==> config.mk <==
export PLATFORM = sky130hd
export DESIGN_NAME = fp_unpack_pipe
export DESIGN_NICKNAME = d
export VERILOG_FILES = /design/src/rtl/fp_unpack_pkg.sv /design/src/rtl/fp_lzc.sv /design/src/rtl/fp_unpack_pipe.sv
export SDC_FILE = /design/constraint.sdc
export NUM_CORES = 1
export LEC_CHECK = 0
export CORE_MARGIN = 2
export CORE_UTILIZATION = 54
export CTS_BUF_LIST = sky130_fd_sc_hd__clkbuf_4 sky130_fd_sc_hd__clkbuf_8 sky130_fd_sc_hd__clkbuf_16
export DETAILED_ROUTE_END_ITERATION = 10
export PLACE_DENSITY = 0.85
export SLEW_MARGIN = 20
export SYNTH_ARGS = -nofsm -noshare
export SYNTH_HDL_FRONTEND = slang
export SYNTH_SLANG_ARGS = --single-unit
==> constraint.sdc <==
create_clock -name clk -period 3.8 [get_ports clk]
set_clock_uncertainty 0.1 [all_clocks]
set_input_delay 0.38 -clock clk [delete_from_list [all_inputs] [get_ports clk]]
set_output_delay 0.38 -clock clk [all_outputs]
set_load 0.05 [all_outputs]
==> src/rtl/fp_unpack_pkg.sv <==
// fp_unpack_pkg: class bit indices and width helpers shared by the unpacker.
package fp_unpack_pkg;
  localparam int CLS_ZERO = 0;
  localparam int CLS_SUBN = 1;
  localparam int CLS_NORM = 2;
  localparam int CLS_INF  = 3;
  localparam int CLS_QNAN = 4;
  localparam int CLS_SNAN = 5;
  localparam int CLS_W    = 6;
  function automatic int bias(input int ew);
    return (1 << (ew - 1)) - 1;
  endfunction
  function automatic int xw(input int ew);
    return ew + 2;
  endfunction
endpackage

==> src/rtl/fp_lzc.sv <==
// fp_lzc: combinational leading-zero count of a W-bit vector.
module fp_lzc #(
  parameter int W = 23
) (
  input  logic [W-1:0]         d,
  output logic [$clog2(W)-1:0] cnt
);
  always_comb begin
    cnt = '0;
    for (int i = 0; i < W; i++)
      if (d[i]) cnt = ($clog2(W))'(W - 1 - i);
  end
endmodule

==> src/rtl/fp_unpack_pipe.sv <==
// fp_unpack_pipe: 2-stage IEEE-754 field unpacker with sNaN/qNaN classes.
// Define FP_UNPACK_NORM_EN to normalise subnormals to a leading-1 significand.
module fp_unpack_pipe
  import fp_unpack_pkg::*;
#(
  parameter int EXP_W = 8,
  parameter int MAN_W = 23
) (
  input  logic                   clk,
  input  logic                   rst_n,
  input  logic [EXP_W+MAN_W:0]   in_data,
  input  logic                   in_valid,
  output logic                   in_ready,
  output logic                   out_sign,
  output logic [xw(EXP_W)-1:0]   out_exp,
  output logic [MAN_W:0]         out_sig,
  output logic [CLS_W-1:0]       out_class,
  output logic                   out_valid,
  input  logic                   out_ready
);
  localparam int XW = xw(EXP_W);
  localparam logic [XW-1:0] B  = XW'(bias(EXP_W));
  localparam logic [XW-1:0] NB = XW'(-bias(EXP_W));
  logic v1, v2, adv1, adv2, s1;
  logic [EXP_W-1:0] e, e1;
  logic [MAN_W-1:0] m, m1;
  logic [CLS_W-1:0] cls, c1;
  logic ez, ea, mz;
  logic [XW-1:0] exp_sub, exp_n;
  logic [MAN_W:0] sig_sub, sig_n;
  assign e = in_data[EXP_W+MAN_W-1 -: EXP_W];
  assign m = in_data[MAN_W-1:0];
  assign ez = ~|e;
  assign ea = &e;
  assign mz = ~|m;
  assign adv2 = !v2 || out_ready;
  assign adv1 = !v1 || adv2;
  assign in_ready = adv1;
  assign out_valid = v2;
  always_comb begin
    cls = '0;
    cls[CLS_ZERO] = ez & mz;
    cls[CLS_SUBN] = ez & !mz;
    cls[CLS_NORM] = !ez & !ea;
    cls[CLS_INF]  = ea & mz;
    cls[CLS_QNAN] = ea & m[MAN_W-1];
    cls[CLS_SNAN] = ea & !mz & !m[MAN_W-1];
  end
  always_ff @(posedge clk or negedge rst_n)
    if (!rst_n) begin
      v1 <= 1'b0;
      s1 <= 1'b0;
      e1 <= '0;
      m1 <= '0;
      c1 <= '0;
    end else if (adv1) begin
      v1 <= in_valid;
      if (in_valid) begin
        s1 <= in_data[EXP_W+MAN_W];
        e1 <= e;
        m1 <= m;
        c1 <= cls;
      end
    end
`ifdef FP_UNPACK_NORM_EN
  localparam int PW = $clog2(MAN_W);
  logic [PW-1:0] p, p1;
  logic [PW:0] sh;
  fp_lzc #(.W(MAN_W)) u_lzc (.d(m), .cnt(p));
  always_ff @(posedge clk or negedge rst_n)
    if (!rst_n) p1 <= '0;
    else if (adv1 && in_valid) p1 <= p;
  // Shift by p+1 drops the leading zeros and the zero hidden bit together.
  assign sh = (PW+1)'(p1) + 1'b1;
  assign exp_sub = NB - XW'(p1);
  assign sig_sub = {1'b0, m1} << sh;
`else
  assign exp_sub = NB + 1'b1;
  assign sig_sub = {1'b0, m1};
`endif
  always_comb begin
    exp_n = c1[CLS_NORM] ? {2'b00, e1} - B : c1[CLS_SUBN] ? exp_sub : '0;
    sig_n = c1[CLS_ZERO] ? '0 : c1[CLS_SUBN] ? sig_sub : {1'b1, m1};
  end
  always_ff @(posedge clk or negedge rst_n)
    if (!rst_n) begin
      v2 <= 1'b0;
      out_sign <= 1'b0;
      out_exp <= '0;
      out_sig <= '0;
      out_class <= '0;
    end else if (adv2) begin
      v2 <= v1;
      if (v1) begin
        out_sign <= s1;
        out_exp <= exp_n;
        out_sig <= sig_n;
        out_class <= c1;
      end
    end
endmodule

Word level (Yosys, flattened, before mapping)
Index checks and enable logic that the tools add are counted.

Muxes and demuxes: 4. Add/subtract/negate cells: 1. Reductions and logical operators: 13. Bitwise operators: 7.

Operators with widths (number): 2-to-1 mux 24 bit (2); OR reduction 23 bit (1); 2-to-1 mux 10 bit (2); subtractor 8 x 7 -> 9 bit, second input constant (1); AND reduction 8 bit (1); OR reduction 8 bit (1); AND 1 bit (7); logical NOT 1 bit (6); AND reduction 2 bit (2); logical OR 1 bit (2).

Word-level logic and storage cells: 35. Bits in registers: 81. Bits of input ports: 36. Output and inout port bits: 43.

Depth between registers and ports, before layout
Depth in word-level cells: 4. Depth in mapped cells: 6. Gate-level depth less buffers: 4.

Least setup slack after synthesis
No wires, ideal clock.

Path kind: reg2reg. From: register v2, in the netlist out_valid. To: register e1[7]. Cell stages (with the launch flop): 6. Data arrival time: 1.741 ns. Library setup time: 0.125 ns. Path slack: 1.834 ns. Clock period less this slack: 1.966 ns. Data required time: 3.575 ns. Buffers on the path: 2. Cell sequence: dfrtp_1 -> nand3b_4 -> and2_4 -> buf_6 -> buf_12 -> mux2_4.

Longest elaborated chain between the ends: 4.

RTL lines: start, declared (line fp_unpack_pipe.sv:24) `logic v1, v2, adv1, adv2, s1;`; start signal, assigned (line fp_unpack_pipe.sv:93) `v2 <= v1;`; logical NOT 1 bit (line fp_unpack_pipe.sv:36) `assign adv2 = !v2 || out_ready;`; logical OR 1 bit (line fp_unpack_pipe.sv:36); logical OR 1 bit (line fp_unpack_pipe.sv:37) `assign adv1 = !v1 || adv2;`; net in_ready (line fp_unpack_pipe.sv:13) `output logic in_ready,`; AND reduction 2 bit (no line); end signal, assigned (line fp_unpack_pipe.sv:53) `e1 <= '0;`; end signal, assigned (line fp_unpack_pipe.sv:60) `e1 <= e;`; end, declared (line fp_unpack_pipe.sv:25) `logic [EXP_W-1:0] e, e1;`.

The timed path passes the listed nets, and every way through them passes these cells. A chain may end at the register's enable or synchronous reset.

Worst setup path in the final report
From: input port out_ready. To: output port in_ready.

Longest elaborated chain between the ends: 2.

RTL lines: start, declared (line fp_unpack_pipe.sv:19) `input logic out_ready`; logical OR 1 bit (line fp_unpack_pipe.sv:36); logical OR 1 bit (line fp_unpack_pipe.sv:37); end, declared (line fp_unpack_pipe.sv:13).

Every way passes these cells.

==> results.sh <==
export IMPL_grt_ovfl_total=0
export IMPL_route_vias_total=2407
export IMPL_first_iter_violations=137
export IMPL_final_cell_mix="sky130_fd_sc_hd__dfrtp_1, sky130_fd_sc_hd__clkdlybuf4s50_1, sky130_fd_sc_hd__nand2_1"
export IMPL_cts_root_buf="sky130_fd_sc_hd__clkbuf_8"
export IMPL_drt_antenna_violating_nets=0
export IMPL_detailed_place_hpwl_mm=4.83
export IMPL_layout_commonest_cell="sky130_fd_sc_hd__dfrtp_1"
export IMPL_setup_viol=0
export IMPL_syn_num_nets=329
export IMPL_gp_routability_congestion=0.794
export IMPL_crit_path_cell_trace="clkdlybuf4s50_1 -> nand3b_4 -> clkdlybuf4s50_1"
export IMPL_leakage_power_figure_nw=2.00
export IMPL_post_route_total_power_w=0.00255
export IMPL_vias_in_the_first_global_route=2408
export IMPL_maxCapViolations=0
export IMPL_hp_class="input pin to async pin"
export IMPL_required_time_reported_for_the_critical_path_endpoint_ps=3320
export IMPL_yosysSeqAreaShare=0.576
export IMPL_cellPowerDensity_nw_per_um2=572
export IMPL_antenna_cells_inserted=0
export IMPL_core_rowCount=29
export IMPL_fin_crit_ps=2260
export IMPL_regArea_um2=2000
export IMPL_syn_inst=292
export IMPL_timing_limited_maximum_frequency_mhz=442
export IMPL_post_synth_cell_area_avg_um2=11.9
export IMPL_dp_worst_setup_slack_ps=1490
export IMPL_cts_tree="yes"
export IMPL_multi_input_comb_area_um2=1340
export IMPL_critical_path_peak_fanout=4
export IMPL_routed_wire_length_per_instance_um=15.8
export IMPL_cts_hold_buffers=0
export IMPL_timing_worst_slew_pin_value_ps=947
export IMPL_grt_first_pass_wirelength_mm=11.9
export IMPL_final_net_count=403
export IMPL_final_core_util=0.709
export IMPL_floorplan_die_height_um=84.2
export IMPL_setup_worst_path_end_class="primary output"
export IMPL_worstSetupStartpointType="input pin"
export IMPL_number_of_top_level_design_ports=79
export IMPL_finalSetupTns_ps=0
export IMPL_synth_ff_latch_count=80
export IMPL_core_area_um2=6280
export IMPL_finalHoldViolations=0
export IMPL_worstSkewPairLatency_ps=350
export IMPL_slew_headroom=0.369
export IMPL_grt_setup_unrepaired="no"
export IMPL_final_max_slew_viol_count=0
export IMPL_detail_route_vias_per_cell=5.37
export IMPL_ir_drop_mv=0.355
export IMPL_synth_edff_count=0
export IMPL_worst_ep_arrival_time_ps=1780
export IMPL_grt_total_usage=0.217
export IMPL_initial_core_util=0.554
export IMPL_port_buffer_count=78
export IMPL_timing_critical_path_mode_cell="sky130_fd_sc_hd__clkdlybuf4s50_1"
export IMPL_cts_buffer_depth=2
export IMPL_final_hold_worst_slack_ps=73.5
export IMPL_worst_slack_setup_final_ps=1540
export IMPL_cpPeakStageDelay_ps=800
export IMPL_synthDistinctLibCells=31
export IMPL_grt_max_degree=81
export IMPL_cp_slowest_cell="sky130_fd_sc_hd__clkdlybuf4s50_1"
export IMPL_cts_buffers_inserted=9
export IMPL_layout_area_overhead_vs_synth_pct=28.1
export IMPL_post_cts_resize_count=0
export IMPL_cts_post_setup_buffers_inserted=0
export IMPL_wirelength_mm=7.10
export IMPL_detailedRoute_firstPassIterationCount=4
export IMPL_synthesis_yosys_warnings=0
export IMPL_ratio_of_final_minimum_period_to_clock_period=0.596
export IMPL_die_footprint_um2=7090
export IMPL_run_status="finished clean"
export IMPL_netlist_area_um2=3470
export IMPL_grt_antenna_before_repair=0
export IMPL_drc_errors=0
export IMPL_path_clk_slew_ps=80
export IMPL_cts_sinks=80
export IMPL_fraction_of_final_layout_cells_sized_beyond_drive_strength_1=0.143
export IMPL_crit_type="input pin to primary output"
export IMPL_ys_flop_type="sky130_fd_sc_hd__dfrtp_1"
export IMPL_async_flop_share=1.00
export IMPL_n_fill_cell=440
export IMPL_cts_htree_levels=3
export IMPL_die_x_um=84.2
Yosys cell counts, types with 2 or more instances:
| cell type | instances | area (µm²) |
|---|---|---|
| sky130_fd_sc_hd__a22o_1 | 3 | 26.3 |
| sky130_fd_sc_hd__nand2_1 | 59 | 221 |
| sky130_fd_sc_hd__o31ai_1 | 6 | 45.0 |
| sky130_fd_sc_hd__mux2_2 | 3 | 33.8 |
| sky130_fd_sc_hd__clkbuf_1 | 4 | 15.0 |
| sky130_fd_sc_hd__nor4_1 | 7 | 43.8 |
| sky130_fd_sc_hd__nor2_1 | 5 | 18.8 |
| sky130_fd_sc_hd__o21ai_0 | 27 | 135 |
| sky130_fd_sc_hd__nand4_1 | 5 | 31.3 |
| sky130_fd_sc_hd__nor3_1 | 3 | 15.0 |
| sky130_fd_sc_hd__nand3_1 | 6 | 30.0 |
| sky130_fd_sc_hd__a31oi_1 | 2 | 12.5 |
| sky130_fd_sc_hd__or3_1 | 2 | 12.5 |
| sky130_fd_sc_hd__xor2_1 | 4 | 35.0 |
| sky130_fd_sc_hd__buf_12 | 3 | 60.1 |
| sky130_fd_sc_hd__mux2_4 | 29 | 435 |
| sky130_fd_sc_hd__dfrtp_1 | 80 | 2000 |
| sky130_fd_sc_hd__buf_2 | 7 | 35.0 |
| sky130_fd_sc_hd__nand2b_1 | 25 | 156 |
registers in the layout, summed over array words and instances (netlist names):
| name | flops |
|---|---|
| c1 | 6 |
| v1 | 1 |
| e1 | 8 |
| out_exp | 9 |
| out_sign | 1 |
| m1 | 23 |
| s1 | 1 |
| out_class | 6 |
| out_sig | 24 |
| out_valid | 1 |
final timing paths:
kind / start / end / slack, ps / depth (start not counted)
worst max register to register: out_valid / out_sig[0] / 1940 / 5
worst max-delay path: out_ready / in_ready / 1540 / 3
worst min-delay path: rst_n / m1[6] / 70 / 1
min in group clk: s1 / s1 / 380 / 2
max in group asynchronous: rst_n / out_sig[0] / 2910 / 1
worst min register to register: s1 / s1 / 380 / 2
routing by layer:
| metal | track usage | share of wire | up-vias |
|---|---|---|---|
| li1 | - | - | 1157 |
| met1 | 0.298 | 0.45 | 1184 |
| met2 | 0.336 | 0.49 | 58 |
| met3 | 0.0521 | 0.047 | 8 |
| met4 | 0.0850 | 0.014 | 0 |
| met5 | 0 | 0 | - |
worst max-delay path: cells and delay by family:
| kind | cells | cell delay (ps) |
|---|---|---|
| buffers and inverters | 2 | 1270 |
| AND/OR/NAND/NOR | 1 | 130 |
power by group:
| part | switching, W | internal [W] |
|---|---|---|
| clock network | 0.000299 | 0.000384 |
| logic | 0.000483 | 0.000301 |
| registers | 0.0000941 | 0.000985 |
layout make-up:
| class | count | area share |
|---|---|---|
| flip-flops and latches | 80 | 0.450 |
| multi-input cells | 195 | 0.302 |
| repair buffers | 79 | 0.177 |
| clock buffers | 10 | 0.0309 |
| well taps | 77 | 0.0216 |
| clock inverters | 6 | 0.0186 |
| inverters | 1 | 0.000843 |
through the flow:
step                area, µm²  instances
floorplan                3470        292
global placement         4230        432
detailed placement       4230        432
CTS                      4450        448
global route             4450        448
finish                   4450        448
cell families (layout without fill, tap and decap cells):
family / count (synthesis) / count (layout) / synth area share
and+or+nand+nor: 117 / 117 / 0.166
xor gates and xnor gates: 5 / 5 / 0.0126
muxes: 32 / 32 / 0.135
adders and majority gates: 1 / 1 / 0.00360
AOI/OAI and AO/OA: 40 / 40 / 0.0681
buffers and inverters: 17 / 96 / 0.0382
DFF: 80 / 80 / 0.576
Power figures use the tool's default switching activity.
